$ cat src/rtl/bz_pkg.sv
// Shared types and constants for the buzzer melody player: FSM states,
// song entry layout and tone half-period table at 50 MHz.
package bz_pkg;

   typedef enum logic [1:0] {
      ST_IDLE,
      ST_LOAD,
      ST_PLAY,
      ST_DRAIN
   } state_t;

   typedef enum logic [3:0] {
      TONE_REST = 4'd0,
      TONE_END  = 4'd15
   } tone_code_t;

   localparam int TONE_W  = 4;
   localparam int LEN_W   = 2;
   localparam int ENTRY_W = TONE_W + LEN_W;
   localparam int HALF_W  = 17;
   localparam int CNT_W   = 28;

   localparam logic [ENTRY_W-1:0] END_ENTRY = {TONE_END, 2'd0};

   function automatic logic [ENTRY_W-1:0] mk_entry(input logic [TONE_W-1:0] tone,
                                                   input logic [LEN_W-1:0] len);
      return {tone, len};
   endfunction

   // Half periods in 50 MHz cycles, C4 through B5.
   function automatic logic [HALF_W-1:0] tone_half(input logic [TONE_W-1:0] tone);
      logic [HALF_W-1:0] h;
      case (tone)
         4'd1:    h = 17'd95556;
         4'd2:    h = 17'd85131;
         4'd3:    h = 17'd75843;
         4'd4:    h = 17'd71586;
         4'd5:    h = 17'd63776;
         4'd6:    h = 17'd56818;
         4'd7:    h = 17'd50619;
         4'd8:    h = 17'd47778;
         4'd9:    h = 17'd42566;
         4'd10:   h = 17'd37921;
         4'd11:   h = 17'd35793;
         4'd12:   h = 17'd31888;
         4'd13:   h = 17'd28409;
         4'd14:   h = 17'd25310;
         default: h = 17'd0;
      endcase
      return h;
   endfunction

endpackage

$ cat src/rtl/bz_song_rom.sv
// Combinational song ROM: address to {tone, len} entry.
// ROM_SEL picks the built-in melody (0) or small fixed test songs (1, 2).
module bz_song_rom
   import bz_pkg::*;
#(
   parameter int SONG_LEN = 32,
   parameter int ROM_SEL  = 0,
   localparam int AW      = (SONG_LEN > 1) ? $clog2(SONG_LEN) : 1
) (
   input  logic [AW-1:0]      addr,
   output logic [ENTRY_W-1:0] entry
);

   always_comb begin
      entry = END_ENTRY;
      case (ROM_SEL)
         1: begin
            case (int'(addr))
               0:       entry = mk_entry(4'd1, 2'd0);
               1:       entry = mk_entry(TONE_REST, 2'd1);
               default: entry = END_ENTRY;
            endcase
         end
         2: entry = END_ENTRY;
         default: begin
            // Twinkle Twinkle: C C G G A A G- F F E E D D C-
            case (int'(addr))
               0:       entry = mk_entry(4'd1, 2'd0);
               1:       entry = mk_entry(4'd1, 2'd0);
               2:       entry = mk_entry(4'd5, 2'd0);
               3:       entry = mk_entry(4'd5, 2'd0);
               4:       entry = mk_entry(4'd6, 2'd0);
               5:       entry = mk_entry(4'd6, 2'd0);
               6:       entry = mk_entry(4'd5, 2'd1);
               7:       entry = mk_entry(4'd4, 2'd0);
               8:       entry = mk_entry(4'd4, 2'd0);
               9:       entry = mk_entry(4'd3, 2'd0);
               10:      entry = mk_entry(4'd3, 2'd0);
               11:      entry = mk_entry(4'd2, 2'd0);
               12:      entry = mk_entry(4'd2, 2'd0);
               13:      entry = mk_entry(4'd1, 2'd1);
               default: entry = END_ENTRY;
            endcase
         end
      endcase
   end

endmodule

$ cat src/rtl/bz_melody_player.sv
// Song sequencer: loads one note at a time into the external beat counter,
// waits for beat_finish, and drives the buzzer square wave while a note plays.
module bz_melody_player
   import bz_pkg::*;
#(
   parameter logic [27:0] BEAT_UNIT  = 28'd12_500_000,
   parameter int          SONG_LEN   = 32,
   parameter int          TONE_SHIFT = 0,
   parameter int          ROM_SEL    = 0,
   localparam int         AW         = (SONG_LEN > 1) ? $clog2(SONG_LEN) : 1
) (
   input  logic          clk,
   input  logic          rstn,
   input  logic          start,
   input  logic          stop,
   input  logic          loop,
   input  logic          beat_finish,
   output logic          beat_en,
   output logic [27:0]   beat_cnt_parameter,
   output logic          buzzer,
   output logic          busy,
   output logic [AW-1:0] note_idx
);

   if (({36'd0, BEAT_UNIT} << 3) > 64'd268435456) begin : g_beat_unit_check
      $error("BEAT_UNIT * 8 must not exceed 2**28");
   end

   localparam logic [AW-1:0] LAST_IDX = AW'(SONG_LEN - 1);

   state_t              state, state_nxt;
   logic [AW-1:0]       idx_nxt;
   logic [CNT_W-1:0]    param_nxt;
   logic [HALF_W-1:0]   half_per, half_nxt;
   logic [HALF_W-1:0]   div_cnt, div_nxt;
   logic                buz_nxt;
   logic                is_rest, rest_nxt;
   logic [ENTRY_W-1:0]  rom_entry;
   logic [TONE_W-1:0]   rom_tone;
   logic [LEN_W-1:0]    rom_len;

   bz_song_rom #(
      .SONG_LEN (SONG_LEN),
      .ROM_SEL  (ROM_SEL)
   ) u_rom (
      .addr  (note_idx),
      .entry (rom_entry)
   );

   assign rom_tone = rom_entry[ENTRY_W-1:LEN_W];
   assign rom_len  = rom_entry[LEN_W-1:0];
   assign beat_en  = (state == ST_PLAY) || (state == ST_DRAIN);
   assign busy     = (state != ST_IDLE);

   always_ff @(posedge clk or negedge rstn) begin
      if (!rstn) begin
         state              <= ST_IDLE;
         note_idx           <= '0;
         beat_cnt_parameter <= '0;
         half_per           <= '0;
         div_cnt            <= '0;
         buzzer             <= 1'b0;
         is_rest            <= 1'b0;
      end else begin
         state              <= state_nxt;
         note_idx           <= idx_nxt;
         beat_cnt_parameter <= param_nxt;
         half_per           <= half_nxt;
         div_cnt            <= div_nxt;
         buzzer             <= buz_nxt;
         is_rest            <= rest_nxt;
      end
   end

   // The buzzer is forced low on every exit from PLAY so it never idles high.
   always_comb begin
      state_nxt = state;
      idx_nxt   = note_idx;
      param_nxt = beat_cnt_parameter;
      half_nxt  = half_per;
      div_nxt   = div_cnt;
      buz_nxt   = buzzer;
      rest_nxt  = is_rest;
      case (state)
         ST_IDLE: begin
            buz_nxt = 1'b0;
            if (start && !stop) begin
               state_nxt = ST_LOAD;
               idx_nxt   = '0;
            end
         end
         ST_LOAD: begin
            buz_nxt = 1'b0;
            if (stop) begin
               state_nxt = ST_IDLE;
               idx_nxt   = '0;
            end else if (rom_tone == TONE_END) begin
               idx_nxt   = '0;
               state_nxt = (loop && (note_idx != '0)) ? ST_LOAD : ST_IDLE;
            end else begin
               param_nxt = (BEAT_UNIT << rom_len) - 28'd1;
               half_nxt  = tone_half(rom_tone) >> TONE_SHIFT;
               rest_nxt  = (rom_tone == TONE_REST);
               div_nxt   = '0;
               state_nxt = ST_PLAY;
            end
         end
         ST_PLAY: begin
            if (stop && beat_finish) begin
               state_nxt = ST_IDLE;
               idx_nxt   = '0;
               buz_nxt   = 1'b0;
            end else if (stop) begin
               state_nxt = ST_DRAIN;
               buz_nxt   = 1'b0;
            end else if (beat_finish) begin
               buz_nxt = 1'b0;
               if (note_idx == LAST_IDX) begin
                  idx_nxt   = '0;
                  state_nxt = loop ? ST_LOAD : ST_IDLE;
               end else begin
                  idx_nxt   = note_idx + AW'(1);
                  state_nxt = ST_LOAD;
               end
            end else if (div_cnt == half_per - HALF_W'(1)) begin
               div_nxt = '0;
               buz_nxt = is_rest ? 1'b0 : ~buzzer;
            end else begin
               div_nxt = div_cnt + HALF_W'(1);
            end
         end
         ST_DRAIN: begin
            buz_nxt = 1'b0;
            if (beat_finish) begin
               state_nxt = ST_IDLE;
               idx_nxt   = '0;
            end
         end
         default: state_nxt = ST_IDLE;
      endcase
   end

endmodule

$ cat config.mk
export PLATFORM = sky130hd
export DESIGN_NAME = bz_melody_player
export DESIGN_NICKNAME = d
export VERILOG_FILES = /design/src/rtl/bz_pkg.sv /design/src/rtl/bz_song_rom.sv /design/src/rtl/bz_melody_player.sv
export SDC_FILE = /design/constraint.sdc
export NUM_CORES = 1
export LEC_CHECK = 0
export BUFFER_PORTS_ARGS = -buffer_cell sky130_fd_sc_hd__buf_2
export CAP_MARGIN = 25
export CELL_PAD_IN_SITES_DETAIL_PLACEMENT = 1
export CELL_PAD_IN_SITES_GLOBAL_PLACEMENT = 1
export CORE_MARGIN = 5
export CORE_UTILIZATION = 49
export CTS_BUF_LIST = sky130_fd_sc_hd__clkbuf_4
export DETAILED_ROUTE_END_ITERATION = 8
export GPL_ROUTABILITY_DRIVEN = 0
export PLACE_DENSITY = 0.87
export SYNTH_ARGS = -nofsm -noshare
export SYNTH_HDL_FRONTEND = slang
export SYNTH_SLANG_ARGS = --single-unit
$ cat constraint.sdc
create_clock -name clk -period 5.63 [get_ports clk]
set_input_delay 0.2815 -clock clk [delete_from_list [all_inputs] [get_ports clk]]
set_output_delay 0.2815 -clock clk [all_outputs]
set_load 0.02 [all_outputs]
Word level (Yosys, flattened, before mapping)
Memories as Yosys holds them, arrays and structs flattened. A register that Yosys moved wholly into a read port is not among the register bits.
Index checks and enable logic that the tools add are counted.
Operators by class
  eq/ne operators: 18
  mux-type cells: 34
  add/sub/neg operators: 4
  bitwise gates (word level): 3
  shifts and indexed selects: 1
  reduce and logical (&&, ||, !) cells: 16
Operators by type and width (count)
  two-way mux 17 bit: 6
  two-way mux 5 bit: 8
  one-hot mux 17 bit (2 select lines): 1
  << shifter 24 x 2 -> 28 bit (first input constant): 1
  subtractor 28 x 1 -> 28 bit (second input constant): 1
  one-hot mux 5 bit (4 select lines): 1
  adder 17 x 1 -> 17 bit (second input constant): 1
  == test 17 bit: 1
  subtractor 17 x 1 -> 17 bit (second input constant): 1
  two-way mux 2 bit: 7
  != test 2 bit (second input constant): 7
  two-way mux 1 bit: 8
  one-hot mux 2 bit (4 select lines): 1
  two-way mux 6 bit: 1
  != test 3 x 2 -> 1 bit (second input constant): 2
  AND reduction 3 bit: 2
  AND reduction 6 bit: 1
  adder 5 x 1 -> 5 bit (second input constant): 1
  == test 5 bit (second input constant): 1
  != test 5 x 3 -> 1 bit (second input constant): 1
  AND reduction 5 bit: 1
  nonzero test 5 bit: 1
  == test 2 bit (second input constant): 2
  == test 4 bit (second input constant): 1
  other kinds (12): 18
Storage, ports and cells
  register bits: 54
  input bits: 6
  logic and storage cells: 84
  memories kept: 2
  memory bits (read-only): 352
Memory list
  (no name shown): depth 16, bits a word 17, read ports 1, clocked after memory_dff 1, write ports 0, line bz_pkg.sv:33  | case (tone)
  (no name shown): depth 16, bits a word 5, read ports 1, clocked after memory_dff 0, write ports 0, line bz_song_rom.sv:27  | case (int'(addr))

Longest topological paths before layout
  word-level depth: 7
  mapped depth: 14
  depth with buffers taken out: 13

By module
Synthesis repeated with hierarchy kept, for this count alone.
Second synthesis, totals
  cell total of the unflattened synthesis: 468
  area, all modules: 4003.8 um^2
By module, submodules not included
  bz_melody_player: cells an instance 443, area an instance 3813.7 um^2, times used 1, seq. area each 1476.4 um^2
  bz_song_rom: cells an instance 25, area an instance 190.2 um^2, times used 1, seq. area each 0.0 um^2

Least setup slack after synthesis
Ideal clock, no wire load.
  kind: register -> register
  from: reg note_idx[1]
  to: reg note_idx[3]
  cell stages (with the launch flop): 15
  arrival time: 2.781 ns
  path buffers: 1
  slack: 2.753 ns
  path through: dfrtp_1 > clkbuf_1 > inv_1 > ha_1 > inv_1 > mux2_2 > a21oi_1 > nor2_1 > inv_1 > ha_1 > a21oi_1 > a21oi_1 > o21ai_1 > or2_2 > o31ai_1
Between the ends
  cells in the longest elaborated chain, start to end: 6
  elaborated cells between the ends (all ways): 12
  those cells by class: add/sub (1); eq/ne (3); mux (6); reduce/logical (1); memory (1)
Ends and longest elaborated chain
  from (decl): line bz_melody_player.sv:22  | output logic [AW-1:0] note_idx
  from (signal assigned): line bz_melody_player.sv:66  | note_idx <= idx_nxt;
  adder 5 x 1 -> 5 bit / == test 5 bit (equally long branches): line bz_melody_player.sv:122, bz_melody_player.sv:118
  two-way mux 5 bit: line bz_melody_player.sv:118  | if (note_idx == LAST_IDX) begin
  two-way mux 5 bit: line bz_melody_player.sv:116  | end else if (beat_finish) begin
  two-way mux 5 bit: line bz_melody_player.sv:113  | end else if (stop) begin
  two-way mux 5 bit: line bz_melody_player.sv:109  | if (stop && beat_finish) begin
  one-hot mux 5 bit (4 select lines): line bz_melody_player.sv:84  | case (state)
Parallel ways exist; a longest one is shown, timed or not. The select of a mux whose other input is x is not followed.
A chain may end at the register's enable or synchronous reset.

Worst setup path after layout
  from: reg half_per[0]
  to: reg div_cnt[10]
Between the ends
  cells in the longest elaborated chain, start to end: 7
Ends and longest elaborated chain
  from (decl): line bz_melody_player.sv:34  | logic [HALF_W-1:0] half_per, half_nxt;
  subtractor 17 x 1 -> 17 bit: line bz_melody_player.sv:125  | end else if (div_cnt == half_per - HALF_W'(1)) begin
  == test 17 bit: line bz_melody_player.sv:125
  two-way mux 17 bit: line bz_melody_player.sv:125
  two-way mux 17 bit: line bz_melody_player.sv:116
  two-way mux 17 bit: line bz_melody_player.sv:113
  two-way mux 17 bit: line bz_melody_player.sv:109
  one-hot mux 17 bit (2 select lines): line bz_melody_player.sv:84
  to (signal assigned): line bz_melody_player.sv:69  | div_cnt <= div_nxt;
  to (decl): line bz_melody_player.sv:35  | logic [HALF_W-1:0] div_cnt, div_nxt;
Every way passes these cells. The select of a mux whose other input is x is not followed.

==> impl_metrics.tcl <==
set metrics [dict create \
    yosysWarnings 0 \
    die_area_um2 8870 \
    fillers 868 \
    drtAntennaViolNets 0 \
    fmax_ghz 0.299 \
    seqPwrFrac 0.436 \
    clkPwrFrac 0.207 \
    end_kind "flop" \
    finalClockSkew_ns 0.0234 \
    crit_fanout 11 \
    synth_top_area_share 0.331 \
    drt-met1-wl_um 4080 \
    synth.avg_cell_area_um2 8.35 \
    cts-buffers-inserted 5 \
    via_count 3040 \
    antenna_found_initial 0 \
    firstDrtPassIters 4 \
    drive_above_1_share 0.144 \
    routed_wl_um 9070 \
    drt-wirelength-per-cell_um 17.4 \
    die_height_um 94.2 \
    startpoint "half_per[0]$_DFFE_PN0P_" \
    combPwrFrac 0.357 \
    cp.required_ns 5.92 \
    status "completed" \
    synth_most_common_cell "nand2_1" \
    cap_violations 0 \
    portBuffers 34 \
    synth-seq-cells 46 \
    tns_ns 0 \
    rsz0062_at_grt "no" \
    syn_area_um2 3470 \
    start_util 0.508 \
    p_sw_frac 0.405 \
    synth_common_cells "49 x nand2_1, 46 x dfrtp_1, 29 x nand3_1, 28 x o21ai_0, 25 x buf_4" \
    ys.flop_type "dfrtp_1" \
    nets 445 \
    finalPower_uw 1050 \
    overflow 0 \
    clk_pin_slew_worst_paths_ns 0.16 \
    slew_viol_final 0 \
    pre_cts_ws_ns 2.35 \
    period_share 0.595 \
    synth_cells 416 \
    final_area_um2 3640 \
    setup-violations-final 0 \
    coreArea_um2 6830 \
    grt_max_degree 42 \
    finalCriticalPeriod_ns 3.35 \
    htreeDepth 2 \
    layout_setup_ws_ns 2.28 \
    startpoint_type "flop" \
    first_global_vias 3138 \
    io_pins 42 \
    power.leakage_uw 0.00159 \
    root_buffer "clkbuf_4" \
    antenna_cells 0 \
    tightest_slew_ns 0.868 \
    worstHoldStart "start" \
    highest-signal-layer "met4" \
    synth.distinct_cells 62 \
    dr_wl_met3_um 315 \
    synth_edf_count 0 \
    num_rows 30 \
    routed_via_density 5.83 \
    ys_seq_area_frac 0.331 \
    post-route-drc-count 0 \
    track_usage 0.217 \
    p_int_uw 625 \
    r2r_start "half_per[0]$_DFFE_PN0P_" \
    hp-class "input port to flop" \
    slew_headroom 0.421 \
    finalHoldViolCount 0 \
    ctsResizeCount 0 \
    dp_hpwl_um 6810 \
    cp.arrival_ns 3.64 \
    synth.top_cells.by_area "dfrtp_1 33%, buf_4 5.4%, ha_1 5.4%" \
    fin_cells 521 \
    ys_async_sr_fraction 1.00 \
    cts_tree "done" \
    synth_top_area_cell "dfrtp_1" \
    wl_met2_um 4540 \
    power_switching_uw 425 \
    die_w_um 94.2 \
    cts.sinks 46 \
    clk_path_buf_depth 2 \
    power.density_nw_per_um2 288 \
    place_area_um2 3550 \
    drtIter0Drc 148 \
    clk_latency_ns 0.39 \
    grt_pass1_wl_um 15600 \
    critical_path_class "flop to flop" \
    dp.cells 512 \
    ir_drop_mv 0.122 \
    area.growth.synth_to_final_pct 4.90 \
]
[worst max-delay path, cell delays in order, from the launching register on]
cell	delay [ns]
dfrtp_1	0.47
inv_1	0.08
ha_1	0.22
or4b_2	0.61
nor4_1	0.24
xnor2_1	0.17
o211ai_1	0.17
a2111oi_4	0.55
a21o_1	0.48
or3_1	0.19
o21ai_1	0.06
[cell type report]
class / instances / area, µm² / area share
Timing Repair Buffer: 39 / 223 / 0.0611
Tap cell: 96 / 120 / 0.0330
Clock inverter: 3 / 43.8 / 0.0120
Multi-Input combinational cell: 312 / 1990 / 0.547
Inverter: 20 / 75.1 / 0.0206
Sequential cell: 46 / 1150 / 0.316
Clock buffer: 5 / 37.5 / 0.0103
[worst paths after layout]
path | end | slack [ns] | depth (start not counted)
worst min register to register | half_per[16]$_DFFE_PN0P_ | 0.56 | 2
max in group asynchronous | beat_cnt_parameter[24]$_DFFE_PN0P_ | 4.64 | 3
worst max-delay path | div_cnt[10]$_DFFE_PN0P_ | 2.28 | 10
min in group asynchronous | div_cnt[5]$_DFFE_PN0P_ | 0.42 | 2
worst max register to register | div_cnt[10]$_DFFE_PN0P_ | 2.28 | 10
worst min-delay path | state[0]$_DFFE_PN0P_ | 0.19 | 3
[power groups by stage]
| stage | clock network, µW | logic [µW] | registers, µW |
|---|---|---|---|
| 5_1_grt | 235 | 419 | 466 |
| 6_report | 217 | 375 | 458 |
| 4_1_cts | 221 | 377 | 458 |
| 3_5_place_dp | 0 | 375 | 464 |
| 2_1_floorplan | 0 | 305 | 437 |
| 3_3_place_gp | 0 | 350 | 459 |
[cells by family (layout without fill, tap and decap cells)]
group,count (synthesis),in the layout,synth area share
buf+inv,64,67,0.101
mux,7,7,0.0205
other cells,1,7,0.00108
compound gates,102,102,0.202
flops,46,46,0.331
simple gates,162,162,0.242
xor+xnor,19,19,0.0479
fa+ha+maj,15,15,0.0540
[routing by layer]
metal,vias up,track usage
met1,1500,0.279
met2,53,0.386
met4,0,0.0517
met3,12,0.0264
met5,-,0
li1,1475,-
[sequential cells by signal, summed over array words and instances (netlist names)]
register	count
note_idx	5
half_per	17
is_rest	1
state	2
buzzer	1
div_cnt	17
beat_cnt_parameter	3
[cells in the final DEF, fill, tap and decap left out, types with 3 or more instances in the layout]
master	count
nand2_1	49
dfrtp_1	46
buf_2	34
nand3_1	29
o21ai_0	28
inv_1	20
nor2_1	19
a21oi_1	15
ha_1	15
xnor2_1	14
nor3_1	12
o21ai_1	9
o311ai_1	9
nand2b_1	8
o31ai_1	7
conb_1	7
mux2i_1	6
and3_1	6
or2_2	5
nor4_1	5
nor2b_1	5
xor2_1	5
clkbuf_4	5
or3_1	4
a31oi_1	4
a21o_1	4
a211oi_1	4
nor3b_1	3
or4_1	3
buf_4	3
[per-stage QoR]
step / util / hold WS, ns
final: 0.533 / 0.186
after global routing: 0.533 / 0.192
after CTS: 0.533 / 0.193
after detailed placement: 0.520 / 0.326
after global placement: 0.516 / 0.498
after floorplan: - / -0.0141
[what timing repair did]
action                                 4_1_cts  5_1_grt
endpoints found under the hold margin       22        0
setup buffers                                0        0
hold buffers                                 1        0
No activity file was read; power rests on OpenSTA's default activity.
